`src/rtl/shift_chain_sequencer.sv`:
```
// Drives an external SISO shift-register chain: serializes a word LSB-first on serial_out,
// issues one counted shift strobe per bit period and captures the returned bits into out_data.
module shift_chain_sequencer #(
   parameter int N   = 8,
   parameter int DIV = 4
) (
   input  logic         clk,
   input  logic         reset,
   input  logic         in_valid,
   output logic         in_ready,
   input  logic [N-1:0] in_data,
   input  logic         abort,
   output logic         serial_out,
   output logic         shift_en,
   input  logic         serial_in,
   output logic         busy,
   output logic         out_valid,
   input  logic         out_ready,
   output logic [N-1:0] out_data
);

   localparam int CNT_W = (N   > 1) ? $clog2(N + 1)   : 1;
   localparam int PRE_W = (DIV > 1) ? $clog2(DIV + 1) : 1;
   localparam logic [CNT_W-1:0] LAST_BIT = CNT_W'(N - 1);
   localparam logic [PRE_W-1:0] PRE_LAST = PRE_W'(DIV - 1);

   typedef enum logic [1:0] {
      IDLE  = 2'd0,
      SHIFT = 2'd1,
      DONE  = 2'd2
   } state_t;

   state_t           state;
   logic [CNT_W-1:0] bit_cnt;
   logic [PRE_W-1:0] pre;
   logic [N-1:0]     tx;
   logic [N-1:0]     rx;
   logic [N-1:0]     tx_nxt;
   logic [N-1:0]     rx_nxt;

   function automatic logic [N-1:0] tx_shift(input logic [N-1:0] word);
      return word >> 1;
   endfunction

   // Returned bit enters at the MSB, mirroring the chain's own shift direction.
   function automatic logic [N-1:0] rx_shift(input logic [N-1:0] word, input logic bit_in);
      logic [N-1:0] msb;
      msb        = '0;
      msb[N-1]   = bit_in;
      return (word >> 1) | msb;
   endfunction

   assign tx_nxt   = tx_shift(tx);
   assign rx_nxt   = rx_shift(rx, serial_in);

   assign in_ready = (state == IDLE);
   assign busy     = (state == SHIFT);
   assign shift_en = (state == SHIFT) && (pre == PRE_LAST);

   always_ff @(posedge clk or posedge reset) begin
      if (reset) begin
         state      <= IDLE;
         bit_cnt    <= '0;
         pre        <= '0;
         tx         <= '0;
         rx         <= '0;
         serial_out <= 1'b0;
         out_valid  <= 1'b0;
         out_data   <= '0;
      end else begin
         case (state)
            IDLE: begin
               if (in_valid) begin
                  tx         <= in_data;
                  serial_out <= in_data[0];
                  bit_cnt    <= '0;
                  pre        <= '0;
                  rx         <= '0;
                  state      <= SHIFT;
               end
            end
            SHIFT: begin
               pre <= (pre == PRE_LAST) ? '0 : pre + 1'b1;
               if (shift_en) begin
                  tx         <= tx_nxt;
                  rx         <= rx_nxt;
                  bit_cnt    <= bit_cnt + 1'b1;
                  serial_out <= tx_nxt[0];
                  // Abort on the final strobe still lets the chain advance but reports nothing.
                  if (abort) begin
                     state      <= IDLE;
                     serial_out <= 1'b0;
                  end else if (bit_cnt == LAST_BIT) begin
                     state      <= DONE;
                     out_valid  <= 1'b1;
                     out_data   <= rx_nxt;
                     serial_out <= 1'b0;
                  end
               end else if (abort) begin
                  state      <= IDLE;
                  serial_out <= 1'b0;
               end
            end
            DONE: begin
               if (abort || out_ready) begin
                  state     <= IDLE;
                  out_valid <= 1'b0;
               end
            end
            default: begin
               state      <= IDLE;
               out_valid  <= 1'b0;
               serial_out <= 1'b0;
            end
         endcase
      end
   end

endmodule

```
`config.mk`:
```
export PLATFORM = sky130hd
export DESIGN_NAME = shift_chain_sequencer
export DESIGN_NICKNAME = d
export VERILOG_FILES = /design/src/rtl/shift_chain_sequencer.sv
export SDC_FILE = /design/constraint.sdc
export NUM_CORES = 1
export LEC_CHECK = 0
export BUFFER_PORTS_ARGS = -buffer_cell sky130_fd_sc_hd__buf_2
export CAP_MARGIN = 20
export CORE_UTILIZATION = 45
export DETAILED_ROUTE_END_ITERATION = 10
export PLACE_DENSITY_LB_ADDON = 0.25
export SETUP_SLACK_MARGIN = 0.2
export SLEW_MARGIN = 10
export SYNTH_ARGS = -nofsm -noshare
export SYNTH_HDL_FRONTEND = slang
export SYNTH_SLANG_ARGS = --single-unit
```
`constraint.sdc`:
```
create_clock -name clk -period 5.25 [get_ports clk]
set_input_delay 0.2625 -clock clk [delete_from_list [all_inputs] [get_ports clk]]
set_output_delay 0.2625 -clock clk [all_outputs]
set_load 0.01 [all_outputs]
```
==> results.txt, run 1 <==
CTS tree - done
Post-detailed-route wirelength per cell - 12.4 um
PD cells - 359 nW/um^2
I/O pin cnt - 27
Vias in the first global route - 1021
Int Power - 0.413 mW
Fin nets - 183
RSZ-0062 raised after global routing - no
Worst Path Max Fanout - 15
Max-cap check violation count - 0
N_diodes - 0
Critical Path Sink Type - output port
Relative slew slack - 48.3%
Max rail drop VDD - 0.163 mV
DR DRC count - 0
Largest net degree at the start of global routing - 34
Clock Path Buffers - 2
Worst hold margin - -11.0 ps
Post-CTS setup buffers - 0
Hold buffers post-CTS - 0
Initial antenna violation count - 0
Vias per std cell - 5.05
H-tree depth - 2
Status - finished, violations left
Critical-path cell list - nand2b_1 -> inv_1 -> buf_2
#FFs+latches synth - 33
Vias post-DR - 1071
Grt ovf - 0
CTS Sinks - 33
Distinct cells, synth - 30
Yosys warns - 0
Routability cong. - 0.820
Clock slew at reported path FFs - 100 ps
Post-synthesis sequential area ratio - 55.6%
Cell Area, Synth - 1480 sq um
Non-Filler Instances - 212
Sw frac - 32.0%
Worst EP arrival - 2010 ps
Final WL - 2.64 mm
First-pass GRT wire length - 4.71 mm
HPWL Detailed - 1.76 mm
Total Routing Usage GR - 18.7%
Part of the power in registers - 55.4%
DP Area - 1640 sq um
Setup ws final - 2970 ps
Clk_skew - 10.0 ps
CTS Root Cell - clkbuf_4
Slowest CP cell - dfrtp_1
Final Util - 54.5%
NetSw - 0.195 mW
Fin crit period - 2280 ps
CP Launch Type - flip-flop
Total Neg Setup Slack - 0 ps
Initial DRT Pass Iterations - 4
WS Path Type - flip-flop to output port
Max Slew Vio Count - 0
Total power - 0.608 mW
Post-CTS Resized - 0
Cell Rows - 20
Clock share of power - 22.3%
Max Clock Freq - 0.439 GHz
Failing checks - hold timing
Fin area - 1690 sq um
Worst Tran Pin Value - 775 ps
Post-Place Cells - 204
Setup-failing EPs final - 0
Area grow syn2layout - 13.9%
Final Hold Fails - 19
Chip Height - 59.4 um
Cts bufs inserted - 5
Synth Area per Inst - 10.5 sq um
Port bufs - 26
Starting density of the core - 47.8%
Clock Latency Late Sink - 340 ps
Core Box Area - 3100 sq um
Power share of the combinational group - 22.3%
Critical path's largest stage delay - 530 ps
Mapped Nets - 157
Leak - 0.876 nW
Hold crit path type - primary input to asynchronous set/reset pin
Cells after Synth - 141
Setup WS pre-CTS - 3130 ps
Horiz. Die Dim - 59.4 um
Worst path required time - 4990 ps
DIE AREA - 3530 sq um
Share of cells above drive strength 1 - 26.2%
Final period utilization - 43.4%
Final ANT Viol Nets - 0
Drt initial violations - 21
[worst max-delay path, delay by kind of cell (launching register included)]
kind | cells | cell delay (ps)
buffers and inverters | 2 | 660
DFF | 1 | 530
and+or+nand+nor | 1 | 490
[per-layer routing]
metal	track usage, %	share of wire (%)	wire length (um)	up-vias
met5	0	0	0	-
met4	9.52	2.0	52	0
met3	7.64	5.0	133	7
met2	26.8	45	1180	23
met1	24.1	48	1280	505
li1	-	-	-	536
[Yosys cell counts (all sizes together)]
library cell	number	area (sq um)
mux2i	6	60.1
and3	2	12.5
xor2	1	8.76
or2b	1	7.51
nor3	1	16.3
o22ai	1	6.26
ha	2	25.0
and3b	1	8.76
nand3b	1	7.51
o31ai	2	15.0
nand2	27	109
mux2	9	101
a311o	1	10.0
nor2	7	26.3
nand3	5	25.0
nand2b	3	18.8
clkbuf	4	15.0
dfrtp	33	826
nor2b	2	12.5
and2	1	6.26
inv	4	15.0
buf	4	22.5
o21ai	18	90.1
a21oi	1	5.00
a21o	1	7.51
a32oi	2	17.5
a22o	1	8.76
[power groups by stage]
stage | logic [mW] | clock network (mW) | registers (mW)
after detailed placement | 0.138 | 0 | 0.342
after CTS | 0.139 | 0.140 | 0.337
after floorplan | 0.107 | 0 | 0.336
final | 0.135 | 0.136 | 0.336
after global routing | 0.159 | 0.155 | 0.346
after global placement | 0.133 | 0 | 0.340
[final timing paths]
kind	start	end	slack [ps]	cells past startpoint
min	reset	serial_out	-10	3
min reg2reg	tx[4]	tx[4]	490	2
max	state[1]	busy	2970	3
max in group asynchronous	reset	tx[4]	4960	3
min in group clk	abort	state[1]	110	2
max reg2reg	pre[0]	out_data[4]	3090	5
[state kept, by name, indices dropped and copies added, names as in the netlist]
register	flops
bit_cnt	4
out_data	8
out_valid	1
pre	3
rx	7
serial_out	1
state	2
tx	7
[area by class of cell]
class / count / area (sq um)
clock buffers: 6 / 41.3
clock inverters: 2 / 10.0
fillers: 318 / 1410
inverters: 4 / 15.0
multi-input cells: 96 / 606
flip-flops and latches: 33 / 826
well taps: 44 / 55.1
repair buffers: 27 / 138
[kinds of logic after synthesis]
kind of cell / after synthesis / synth area share (%)
DFF: 33 / 55.6
xor gates and xnor gates: 1 / 0.590
and+or+nand+nor: 51 / 16.9
buffers and inverters: 12 / 3.54
AOI/OAI and AO/OA: 27 / 10.8
adders and majority gates: 2 / 1.69
muxes: 15 / 10.9
[placed cells by master, fill, tap and decap left out, drive strengths merged]
cell type and n:
a21o 1, and2 1, nand2 27, nor2b 2
buf 27, or2b 1, clkbuf 6, and3b 1
mux2 9, inv 4, nand2b 3, o31ai 2
nor2 7, a32oi 2, nand3 5, mux2i 6
a311o 1, nor3 1, ha 2, a21oi 1
clkinv 2, and3 2, a22o 1, xor2 1
o21ai 18, nand3b 1, dfrtp 33, o22ai 1
Power figures use the tool's default switching activity.
==> run 2, diff against run 1 <==
- ABC_AREA: not set -> 1
- clock period: 5.25 -> 1.9 ns (I/O delays scaled with it)
==> results.txt, run 2 <==
Worst EP arrival - 1480 ps
Int Power - 1.39 mW
Total Neg Setup Slack - 0 ps
Leak - 0.969 nW
Commonest cells in the netlist - 33 x dfrtp_1, 32 x nand2_1, 26 x inv_1, 19 x nand3_1, 18 x o21ai_0
I/O pin cnt - 27
NetSw - 0.870 mW
Final WL - 2.95 mm
Largest registers - out_data: 8 flops, rx: 7 flops, tx: 7 flops
Setup-failing EPs final - 0
Synth Area per Inst - 8.87 sq um
Initial DRT Pass Iterations - 4
Area grow syn2layout - 17.6%
Synth Flop Type - dfrtp_1
H-tree depth - 2
Cell Rows - 20
HPWL Detailed - 2.07 mm
Status - complete, no violations
Clock share of power - 20.0%
Final Hold Fails - 0
Distinct cells, synth - 22
Starting density of the core - 49.2%
DP Area - 1720 sq um
CTS Sinks - 33
Worst path required time - 1800 ps
Clock Path Buffers - 2
Worst hold margin - 7.30 ps
Part of the power in registers - 43.2%
Final period utilization - 82.9%
Area contributors post-synth - dfrtp_1 53%, nand2_1 7.7%, inv_1 6.3%, nand3_1 6.1%, o21ai_0 5.8%
Mapped Nets - 191
CTS Root Cell - clkbuf_4
Top-count cell post-synth - dfrtp_1
WS Path Type - flip-flop to output port
Most frequent cells in the layout - 33 x dfrtp_1, 32 x nand2_1, 26 x inv_1, 26 x buf_2, 19 x nand3_1
Final ANT Viol Nets - 0
Max FFs per register - 8
Port bufs - 26
Worst Path Max Fanout - 4
PD cells - 1240 nW/um^2
DR DRC count - 0
Critical-path cell list - ha_1 -> inv_1 -> nor2_2 -> nand2_2 -> clkinv_2 -> buf_2
Post-Place Cells - 242
DIE AREA - 3690 sq um
Relative slew slack - 72.5%
Critical path's top delay family - flip-flops
Max-cap check violation count - 0
N_diodes - 0
Synth top area share - 53.2%
Vias post-DR - 1248
Non-Filler Instances - 253
Final Util - 57.9%
Fin area - 1820 sq um
Chip Height - 60.7 um
Critical Path Sink Type - output port
Vias in the first global route - 1173
Asr flop ratio synth - 100%
Cts bufs inserted - 5
Clk_skew - 8.62 ps
Most common cell after layout, fill and taps aside - dfrtp_1
RSZ-0062 raised after global routing - no
Core Box Area - 3150 sq um
Clock slew at reported path FFs - 100 ps
Max rail drop VDD - 0.517 mV
Hold crit path type - primary input to flip-flop
Yosys warns - 0
Post-synthesis sequential area ratio - 53.2%
Vias per std cell - 4.93
Most area-hungry cell type in the Yosys netlist - dfrtp_1
Initial antenna violation count - 0
First-pass GRT wire length - 5.02 mm
Slowest CP cell - dfrtp_1
Clock Latency Late Sink - 330 ps
Post-synth EDFFs - 0
Worst path buffer plus inverter count - 3
Fin crit period - 1570 ps
Power share of the combinational group - 36.8%
Total Routing Usage GR - 19.2%
Fin nets - 224
Post-detailed-route wirelength per cell - 11.6 um
Grt ovf - 0
Horiz. Die Dim - 60.7 um
Cell Area, Synth - 1550 sq um
Max Clock Freq - 0.635 GHz
CP Launch Type - flip-flop
Cells after Synth - 175
Drt initial violations - 70
CTS tree - done
Largest net degree at the start of global routing - 34
Routability cong. - 0.816
Share of cells above drive strength 1 - 25.8%
Worst Tran Pin Value - 413 ps
Critical path's largest stage delay - 420 ps
Sw frac - 38.5%
Max Slew Vio Count - 0
Top reg by flops - out_data
#FFs+latches synth - 33
## run 2: repair_timing
action / in CTS / in global routing
buffers inserted: 0 / 0
resized for setup: 0 / 1
endpoints found under the hold margin: 35 / 0
endpoints found under the setup margin: 0 / 1
hold buffers: 3 / 0
## run 2: cell families after synthesis
| logic type | count (synthesis) | share of synthesized area, % |
|---|---|---|
| flops | 33 | 53.2 |
| buf+inv | 35 | 9.84 |
| compound gates | 40 | 16.2 |
| simple gates | 65 | 19.1 |
| fa+ha+maj | 2 | 1.61 |
## run 2: tightest hold or removal path, stage by stage
cell and delay (ps):
buf_2 80, nor2_1 40, nand2_1 60, nand2_1 50
## run 2: layout make-up
cell class	instances	area (sq um)
fillers	310	1330
flip-flops and latches	33	826
multi-input cells	107	573
repair buffers	33	194
inverters	28	106
clock buffers	7	65.1
well taps	44	55.1
clock inverters	1	5.00
## run 2: worst paths after layout
path / startpoint / endpoint / slack [ps] / cells after the start
setup / recovery: pre[0] / shift_en / 330 / 6
min in group asynchronous: reset / serial_out / 380 / 4
max in group asynchronous: reset / out_data[0] / 1220 / 4
setup reg to reg: pre[0] / out_data[0] / 360 / 8
hold / removal: out_ready / state[1] / 7 / 4
hold reg to reg: out_valid / out_valid / 490 / 2
## run 2: power by group through the flow
stage / combinational [mW] / clock, mW / sequential (mW)
floorplan: 0.635 / 0 / 0.968
global placement: 0.785 / 0 / 0.980
detailed placement: 0.815 / 0 / 0.989
CTS: 0.825 / 0.461 / 0.974
global route: 0.954 / 0.500 / 0.997
finish: 0.830 / 0.452 / 0.976
## run 2: metrics by stage
stage	setup slack [ps]	total power, mW
finish	325	2.26
global route	230	2.45
CTS	321	2.26
detailed placement	364	1.80
global placement	463	1.76
floorplan	551	1.60
## run 2: metal layers
| layer | wire length (um) | track usage (%) |
|---|---|---|
| met5 | 0 | 0 |
| met4 | 70 | 10.7 |
| met3 | 114 | 4.69 |
| met2 | 1320 | 30.0 |
| met1 | 1450 | 24.7 |
==> run 3, diff against run 2 <==
- ABC_AREA: 1 -> 0
- clock period: 1.9 -> 1.4 ns (I/O delays scaled with it)
==> results.txt, run 3 (same netlist as run 1, synthesis figures left out) <==
Fin crit period - 1560 ps
DIE AREA - 3530 sq um
Largest registers - out_data: 8 flops, rx: 7 flops, tx: 7 flops
Hold crit path type - primary input to flip-flop
Horiz. Die Dim - 59.4 um
Final WL - 3.39 mm
Routability cong. - 0.797
I/O pin cnt - 27
Multi-input logic area - 693 sq um
NetSw - 0.871 mW
Max-cap check violation count - 0
RSZ-0062 raised after global routing - yes
Worst path buffer plus inverter count - 2
Critical-path cell list - ha_1 -> buf_4 -> or2b_4 -> nor2_4 -> buf_6
Clock slew at reported path FFs - 100 ps
Max Slew Vio Count - 0
Setup WS pre-CTS - -192 ps
Vias post-DR - 1245
Worst Path Max Fanout - 3
CP Launch Type - flip-flop
Top reg by flops - out_data
Clock Latency Late Sink - 330 ps
Final ANT Viol Nets - 0
Cell Rows - 20
First-pass GRT wire length - 5.59 mm
Setup slack, reg-to-reg - -160 ps
Failing checks - setup timing
Grt ovf - 0
Final Hold Fails - 0
Cts bufs inserted - 5
RR Endpoint - out_data[3]
Largest net degree at the start of global routing - 34
Port bufs - 26
Setup ws final - -161 ps
Vias in the first global route - 1288
H-tree depth - 2
Clock Path Buffers - 2
Vias per std cell - 5.00
Leak - 1.10 nW
Relative slew slack - 72.7%
HPWL Detailed - 2.25 mm
Total Routing Usage GR - 22.1%
DR DRC count - 0
Max FFs per register - 8
Post-detailed-route wirelength per cell - 13.6 um
Initial DRT Pass Iterations - 4
Max rail drop VDD - 0.831 mV
N_diodes - 0
CP startpoint - pre[1]
Area grow syn2layout - 45.4%
Fin nets - 220
Starting density of the core - 47.8%
Share of cells above drive strength 1 - 46.8%
CTS tree - done
Fin area - 2160 sq um
Chip Height - 59.4 um
Worst R2R Start - bit_cnt[1]
CTS Sinks - 33
Setup-failing EPs final - 14
Status - finished, violations left
Worst Tran Pin Value - 409 ps
CTS Root Cell - clkbuf_4
Critical Path Sink Type - output port
Most frequent cells in the layout - 31 x dfrtp_1, 25 x nand2_1, 24 x buf_4
Part of the power in registers - 45.0%
WS Path Type - flip-flop to output port
Worst hold path startpoint - in_data[0]
Int Power - 1.94 mW
Hold Path Sink - serial_out
Drt initial violations - 79
Total Neg Setup Slack - -1570 ps
Clk_skew - 10.9 ps
Core Box Area - 3100 sq um
R2r worst-path depth - 6
Sw frac - 30.9%
Slowest CP cell - dfrtp_1
Initial antenna violation count - 0
Critical path's largest stage delay - 360 ps
Power share of the combinational group - 33.6%
Worst path required time - 1330 ps
Reg area - 828 sq um
DP Area - 1810 sq um
Hold Path Depth - 3
Most common cell after layout, fill and taps aside - dfrtp_1
Worst EP arrival - 1490 ps
Critical path's top delay family - simple AND/OR/NAND/NOR gates
Max Clock Freq - 0.640 GHz
Clock share of power - 21.4%
Filler Cell Count - 279
Final period utilization - 112%
PD cells - 1300 nW/um^2
==> run 3: cell count changes in the layout (fill, tap and decap cells not counted), moves of 4 or more <==
cell,before,now
a21oi_1,5,1
buf_4,3,24
buf_6,1,11
inv_1,26,3
mux2_2,0,7
mux2i_1,0,6
nand2_1,32,25
nand3_1,19,4
nor2_1,8,4
o211ai_1,5,0
o21ai_0,18,1
o21ai_1,0,16
o21ai_2,8,1
==> run 3: metrics by stage <==
stage / hold WS, ps / utilization (%) / power [mW] / std cells
2_1_floorplan: 136 / - / 1.74 / 141
3_3_place_gp: 171 / 58.4 / 1.95 / 224
3_5_place_dp: 174 / 58.4 / 1.99 / 224
4_1_cts: 0.349 / 66.7 / 2.73 / 243
5_1_grt: 10.8 / 69.6 / 2.98 / 249
6_report: 7.52 / 69.6 / 2.82 / 249
==> run 3: area by class of cell <==
class | instances | area share (%)
Multi-Input combinational cell | 96 | 32.1
Clock inverter | 1 | 0.232
Tap cell | 44 | 2.55
Timing Repair Buffer | 64 | 22.7
Clock buffer | 7 | 3.01
Sequential cell | 33 | 38.4
Inverter | 4 | 1.04
==> run 3: worst max-delay path by stage <==
stage | endpoint | slack (ps) | cells after the start
4_1_cts | shift_en | -160 | 5
2_1_floorplan | out_data[0] | -220 | 6
3_5_place_dp | out_data[6] | -190 | 6
5_1_grt | shift_en | -250 | 5
3_3_place_gp | out_data[3] | -160 | 6
6_report | shift_en | -160 | 5
==> run 3: power groups by stage <==
stage          Sequential (mW)  Clock, mW  Combinational [mW]
3_5_place_dp              1.28          0               0.709
5_1_grt                   1.29      0.652                1.04
6_report                  1.27      0.603               0.947
3_3_place_gp              1.26          0               0.686
2_1_floorplan             1.26          0               0.484
4_1_cts                   1.26      0.614               0.852
==> run 3: per-layer routing <==
| layer | vias up | GRT usage [%] | wire length (um) |
|---|---|---|---|
| met1 | 610 | 25.3 | 1470 |
| met4 | 0 | 11.6 | 29 |
| met5 | - | 0 | 0 |
| met3 | 2 | 6.11 | 107 |
| li1 | 608 | - | - |
| met2 | 25 | 37.4 | 1790 |
==> run 3: repair_timing <==
| action | CTS | global route |
|---|---|---|
| gates resized for setup | 27 | 11 |
| hold buffers | 5 | 0 |
| pin swaps | 7 | 6 |
| endpoints found under the hold margin | 38 | 0 |
| endpoints found under the setup margin | 35 | 36 |
| cloned | 1 | 1 |
| buffers inserted | 5 | 5 |
==> run 3: worst min-delay path, delay by kind of cell <==
| family | cells | cell delay [ps] |
|---|---|---|
| buffers and inverters | 1 | 80 |
| AO/OA/AOI/OAI | 2 | 160 |
